===== src/rtl/piano_key_conditioner.sv =====
// Ten-button front end: sync, debounce, last-pressed arbitration and note events.
// Produces a registered one-hot/encoded key selection with note_on/note_off pulses.
module piano_key_conditioner #(
  parameter int unsigned NUM_KEYS        = 10,
  parameter int unsigned DEBOUNCE_CYCLES = 20000,
  parameter int unsigned CNT_W           = 15,
  parameter bit          KEY_ACTIVE_LOW  = 1'b0
) (
  input  logic                clk,
  input  logic                rst,
  input  logic [NUM_KEYS-1:0] keys_raw,
  output logic [NUM_KEYS-1:0] key_onehot,
  output logic [3:0]          key_idx,
  output logic                key_valid,
  output logic                note_on,
  output logic                note_off
);

  typedef enum logic {IDLE, HOLD} state_t;

  localparam logic [CNT_W-1:0] CNT_MAX = CNT_W'(DEBOUNCE_CYCLES - 1);

  logic [NUM_KEYS-1:0] pressed;
  logic [NUM_KEYS-1:0] s1_q, s2_q, st_q, st_dly_q;
  logic [CNT_W-1:0]    cnt_q [NUM_KEYS];

  state_t              state_q;
  logic [NUM_KEYS-1:0] onehot_q;
  logic [3:0]          idx_q;
  logic                valid_q, on_q, off_q;

  logic [NUM_KEYS-1:0] rise_other;
  logic                cur_held;
  logic [3:0]          st_sel_d, rise_sel_d;

  assign pressed = keys_raw ^ {NUM_KEYS{KEY_ACTIVE_LOW}};

  always_ff @(posedge clk or posedge rst) begin
    if (rst) begin
      s1_q     <= '0;
      s2_q     <= '0;
      st_q     <= '0;
      st_dly_q <= '0;
      for (int unsigned i = 0; i < NUM_KEYS; i++) cnt_q[i] <= '0;
    end else begin
      s1_q     <= pressed;
      s2_q     <= s1_q;
      st_dly_q <= st_q;
      for (int unsigned i = 0; i < NUM_KEYS; i++) begin
        if (s2_q[i] == st_q[i]) begin
          cnt_q[i] <= '0;
        end else if (cnt_q[i] == CNT_MAX) begin
          st_q[i]  <= s2_q[i];
          cnt_q[i] <= '0;
        end else begin
          cnt_q[i] <= cnt_q[i] + CNT_W'(1);
        end
      end
    end
  end

  function automatic logic [3:0] lowest(input logic [NUM_KEYS-1:0] v);
    lowest = '0;
    for (int unsigned i = NUM_KEYS; i > 0; i--) begin
      if (v[i-1]) lowest = 4'(i - 1);
    end
  endfunction

  // Masking with the current selection drops a (theoretical) rise on the held key.
  always_comb begin
    rise_other = st_q & ~st_dly_q & ~onehot_q;
    cur_held   = |(st_q & onehot_q);
    st_sel_d   = lowest(st_q);
    rise_sel_d = lowest(rise_other);
  end

  always_ff @(posedge clk or posedge rst) begin
    if (rst) begin
      state_q  <= IDLE;
      onehot_q <= '0;
      idx_q    <= '0;
      valid_q  <= 1'b0;
      on_q     <= 1'b0;
      off_q    <= 1'b0;
    end else begin
      on_q  <= 1'b0;
      off_q <= 1'b0;
      case (state_q)
        IDLE: begin
          if (|st_q) begin
            state_q  <= HOLD;
            onehot_q <= NUM_KEYS'(1) << st_sel_d;
            idx_q    <= st_sel_d;
            valid_q  <= 1'b1;
            on_q     <= 1'b1;
          end
        end
        HOLD: begin
          if (|rise_other) begin
            onehot_q <= NUM_KEYS'(1) << rise_sel_d;
            idx_q    <= rise_sel_d;
            on_q     <= 1'b1;
          end else if (!cur_held) begin
            if (|st_q) begin
              onehot_q <= NUM_KEYS'(1) << st_sel_d;
              idx_q    <= st_sel_d;
              on_q     <= 1'b1;
            end else begin
              state_q  <= IDLE;
              onehot_q <= '0;
              idx_q    <= '0;
              valid_q  <= 1'b0;
              off_q    <= 1'b1;
            end
          end
        end
      endcase
    end
  end

  assign key_onehot = onehot_q;
  assign key_idx    = idx_q;
  assign key_valid  = valid_q;
  assign note_on    = on_q;
  assign note_off   = off_q;

endmodule

===== config.mk =====
export PLATFORM = sky130hd
export DESIGN_NAME = piano_key_conditioner
export DESIGN_NICKNAME = d
export VERILOG_FILES = /design/src/rtl/piano_key_conditioner.sv
export SDC_FILE = /design/constraint.sdc
export NUM_CORES = 1
export LEC_CHECK = 0
export CAP_MARGIN = 20
export CORE_ASPECT_RATIO = 1.2
export CORE_MARGIN = 2
export CORE_UTILIZATION = 55
export CTS_BUF_LIST = sky130_fd_sc_hd__clkbuf_4 sky130_fd_sc_hd__clkbuf_8
export DETAILED_ROUTE_END_ITERATION = 6
export GPL_TIMING_DRIVEN = 0
export HOLD_SLACK_MARGIN = 0.02
export PLACE_DENSITY = 0.73
export SYNTH_ARGS = -nofsm -noshare
export SYNTH_HDL_FRONTEND = slang
export SYNTH_SLANG_ARGS = --single-unit

===== constraint.sdc =====
create_clock -name clk -period 17.7 [get_ports clk]
set_input_delay 3.54 -clock clk [delete_from_list [all_inputs] [get_ports clk]]
set_output_delay 3.54 -clock clk [all_outputs]
set_load 0.005 [all_outputs]

-- After elaboration in Yosys (flattened, before gate mapping)
Cells that the tools add are included.
W data, S select, Z words.
- add/subtract/negate cells: 10
- equality and inequality tests: 25
- shift operators: 2
- muxes and demuxes: 66
- bitwise operators: 16
- reduce and logical (&&, ||, !) cells: 15
- operators by type and width (cell ; count):
    $mux W15 ; 20
    $add A15 B1 Y15 const B ; 10
    $eq A15 B15 Y1 const B ; 10
    $mux W4 ; 24
    $mux W10 ; 4
    $and A10 B10 Y10 ; 3
    $reduce_or A10 Y1 ; 3
    $reduce_and A2 Y1 ; 11
    $not A10 Y10 ; 2
    $pmux W10 S2 ; 1
    $shl A1 B4 Y10 const A ; 2
    $mux W1 ; 13
    $not A1 Y1 ; 11
    $eq A1 B1 Y1 ; 10
    $ne A2 B2 Y1 const B ; 4
    $pmux W4 S2 ; 1
    $pmux W1 S2 ; 3
    $reduce_and A4 Y1 ; 1
    $ne A3 B2 Y1 const B ; 1
- bits in registers: 208
- input bits: 12
- output and inout port bits: 17
- logic and storage cells: 163

-- Logic depth before layout (Yosys ltp)
- word-level depth: 16
- mapped depth: 8

-- Least setup slack after synthesis
Ideal clock, no wire load.
- kind: register to output
- start point: reg onehot_q[2] (netlist: key_onehot[2])
- end point: out key_onehot[2]
- data arrival time: 400 ps
- data required time: 14160 ps
- setup slack: 13760 ps
- cell stages (with the launch flop): 1
- buffers on the path: 0
- cells stage by stage: dfrtp_1
- RTL lines (item ; line ; source):
    start: declaration ; 28 ; logic [NUM_KEYS-1:0] onehot_q;
    start signal: assignment ; 92 ; onehot_q <= NUM_KEYS'(1) << st_sel_d;
    start signal: assignment ; 100 ; onehot_q <= NUM_KEYS'(1) << rise_sel_d;
    start signal: assignment ; 105 ; onehot_q <= NUM_KEYS'(1) << st_sel_d;
    end: declaration ; 12 ; output logic [NUM_KEYS-1:0] key_onehot,
No word-level cell between the ends.

-- Final worst setup path
- start point: reg onehot_q[2] (netlist: key_onehot[2])
- end point: out key_onehot[2]
No word-level cell between the ends.

==> results.txt <==
Fin Hold WS -> 0.3480 ns
Clk pin slew, worst setup/hold paths -> 0.05 ns
VDD IR max -> 0.05702 mV
TritonRoute pass-1 iters -> 4
Synth Cell Area -> 9346 sq um
crit path max fanout -> 5
largest net degree at the start of global routing -> 126
crit path launch type -> register
Max clock buf depth -> 3
# diodes -> 0
Slowest cell on crit path -> clkdlybuf4s50_1
max incr delay on CP -> 0.56 ns
leakage power -> 4.724 nW
initial DRC count -> 255
vias per cell -> 5.248
Relative slew margins -> 44.19%
Tightest Pin Transition -> 0.8371 ns
final setup vio count -> 0
Starting Density -> 55.68%
mean post-synth cell area -> 10.34 sq um
Die Y-Extent -> 146.8 microns
area occupied by multi-input gates -> 3974 sq um
die area -> 18060 sq um
FF+latch area -> 5205 sq um
Ports -> 29
CTS Sinks -> 208
commonest non-fill, non-tap cell in the layout -> dfrtp_1
Post-synth EDFFs -> 0
global-route wire length before repair -> 29020 microns
NetSw -> 0.0002090 W
combinational power share -> 3.2%
Worst Skew -> 0.01973 ns
post-detail-place hpwl -> 11250 microns
via count -> 6324
Buffers on Ports -> 28
Max Cap Violations -> 0
post_cts resized -> 0
Yosys top cell area share -> 55.69%
setup TNS -> 0 ns
Clock Power Share -> 43.7%
CTS tree -> built
power per cell area -> 87.18 nW/um^2
Min Clock Period, post-route -> 5.034 ns
Seq/Total Area, Yosys -> 55.69%
CTS Hold Bufs -> 0
Chip Width -> 123 microns
WL/cell -> 13.90 microns
Clock Tree Root -> clkbuf_8
ys async rst share -> 100.0%
Final ANT Viol Nets -> 0
arrival time worst endpoint -> 1.49 ns
crit path cell chain -> clkdlybuf4s50_1
sequential group share of total power -> 53.1%
internal power -> 0.0007142 W
share of cells above drive strength 1 -> 8.797%
CTS Buf Count -> 34
DP Area -> 9932 sq um
commonest non-fill, non-tap cells in the layout -> dfrtp_1, nor2_1, xor2_1
final WL -> 16750 microns
Slew Viols, Final -> 0
Fillers -> 1401
highest clock rate -> 0.1986 GHz
GR Overflow Total -> 0
largest area contributor in the netlist -> dfrtp_1
Hold WC Path Type -> register to register
Worst-Skew Late Latency -> 0.51 ns
Worst EP required -> 14.16 ns
final hold viol count -> 0
main area contributors after synthesis -> dfrtp_1, xor2_1, nor2_1, xnor2_1, nand3_1
core area -> 16790 sq um
outcome -> complete, no violations
H-tree depth -> 2
Synthesis Warnings -> 0
RSZ-0062 raised after global routing -> no
site row count -> 52
# DRC -> 0
path type of the worst setup path -> register to primary output
Total Routing Usage GR -> 19.71%
synth unique cells -> 57
fin nets -> 991
top_reg_cell synth -> dfrtp_1
P&R area growth vs syn -> 13.29%
CP bufs+invs -> 1
Worst Setup End Kind -> primary output
cell area after layout -> 10590 sq um
Synth Instances -> 904
postcts setup bufs -> 0
number of global-route vias before repair -> 6238
Largest delay share family, worst path -> buffers and inverters
synthesis-stage register bit count -> 208
final RePlAce weighted congestion -> 0.8625
syn nets -> 926
sw frac -> 22.64%
antenna violations before repair -> 0
Final period util -> 28.44%
sequential cells by signal, summed over array words and instances (netlist names):
register and cells:
cnt_q 150, state_q 1, st_dly_q 10, key_idx 4, note_off 1, key_onehot 10, s1_q 10, note_on 1
s2_q 10, key_valid 1, st_q 10
logic make-up after synthesis:
logic type | share of synthesized area, %
compound gates | 3.628
xor+xnor | 13.12
fa+ha+maj | 1.446
buf+inv | 1.794
flops | 55.69
mux | 1.205
simple gates | 23.12
metrics by stage:
stage               setup WS [ns]  util (%)  instances  power (W)
floorplan                   8.479         -        904  0.0005183
global placement            5.959     58.96       1148  0.0005275
detailed placement          12.59     59.17       1149  0.0005295
CTS                         12.60     63.08       1205  0.0009380
global route                12.59     63.08       1205  0.0009628
finish                      12.67     63.08       1205  0.0009232
final timing paths:
kind | startpoint | to | slack (ns) | cells after the start
setup / recovery | key_onehot[2] | key_onehot[2] | 12.67 | 1
hold / removal | s1_q[1] | s2_q[1] | 0.35 | 0
setup reg to reg | st_q[1] | key_onehot[4] | 15.17 | 6
hold reg to reg | s1_q[1] | s2_q[1] | 0.35 | 0
max in group asynchronous | rst | cnt_q[120] | 13.18 | 3
min in group asynchronous | rst | cnt_q[75] | 3.61 | 2
synth_stat cells (all sizes together), types with 2 or more instances:
cell and instances:
nand2 62, inv 22, nor4 5, a221oi 7, mux2 10, or4 2, a21oi 8, dfrtp 208
nand3 61, buf 8, nor3 21, nand2b 11, o22ai 2, o21ai 4, xor2 92, and2 4
nand4 33, nor2b 5, ha 10, nor4b 10, o31ai 2, nor2 202, or3b 2, nor3b 8
a22oi 5, xnor2 48, and3 23, clkbuf 11
area by class of cell:
| cell class | count | share of cell area [%] |
|---|---|---|
| tap | 216 | 2.552 |
| clock buffer | 48 | 5.707 |
| inverter | 22 | 0.8508 |
| sequential | 208 | 49.16 |
| multi-input combinational | 655 | 37.53 |
| clock inverter | 8 | 0.4963 |
| buffer | 19 | 0.8035 |
| timing repair buffer | 29 | 2.907 |
metal layers:
metal  GRT usage (%)  wire length (microns)
met5               0                      0
met3           4.503                    524
met1           27.07                   7820
met4           6.477                    295
met2           31.13                   8111
power by group through the flow:
| stage | Clock (W) | Combinational (W) | Sequential (W) |
|---|---|---|---|
| after floorplan | 0 | 0.0000212 | 0.000497 |
| final | 0.000403 | 0.0000297 | 0.000490 |
| after CTS | 0.000417 | 0.0000309 | 0.000490 |
| after detailed placement | 0 | 0.0000308 | 0.000499 |
| after global placement | 0 | 0.0000290 | 0.000498 |
| after global routing | 0.000437 | 0.0000349 | 0.000491 |
Power figures use the tool's default switching activity.
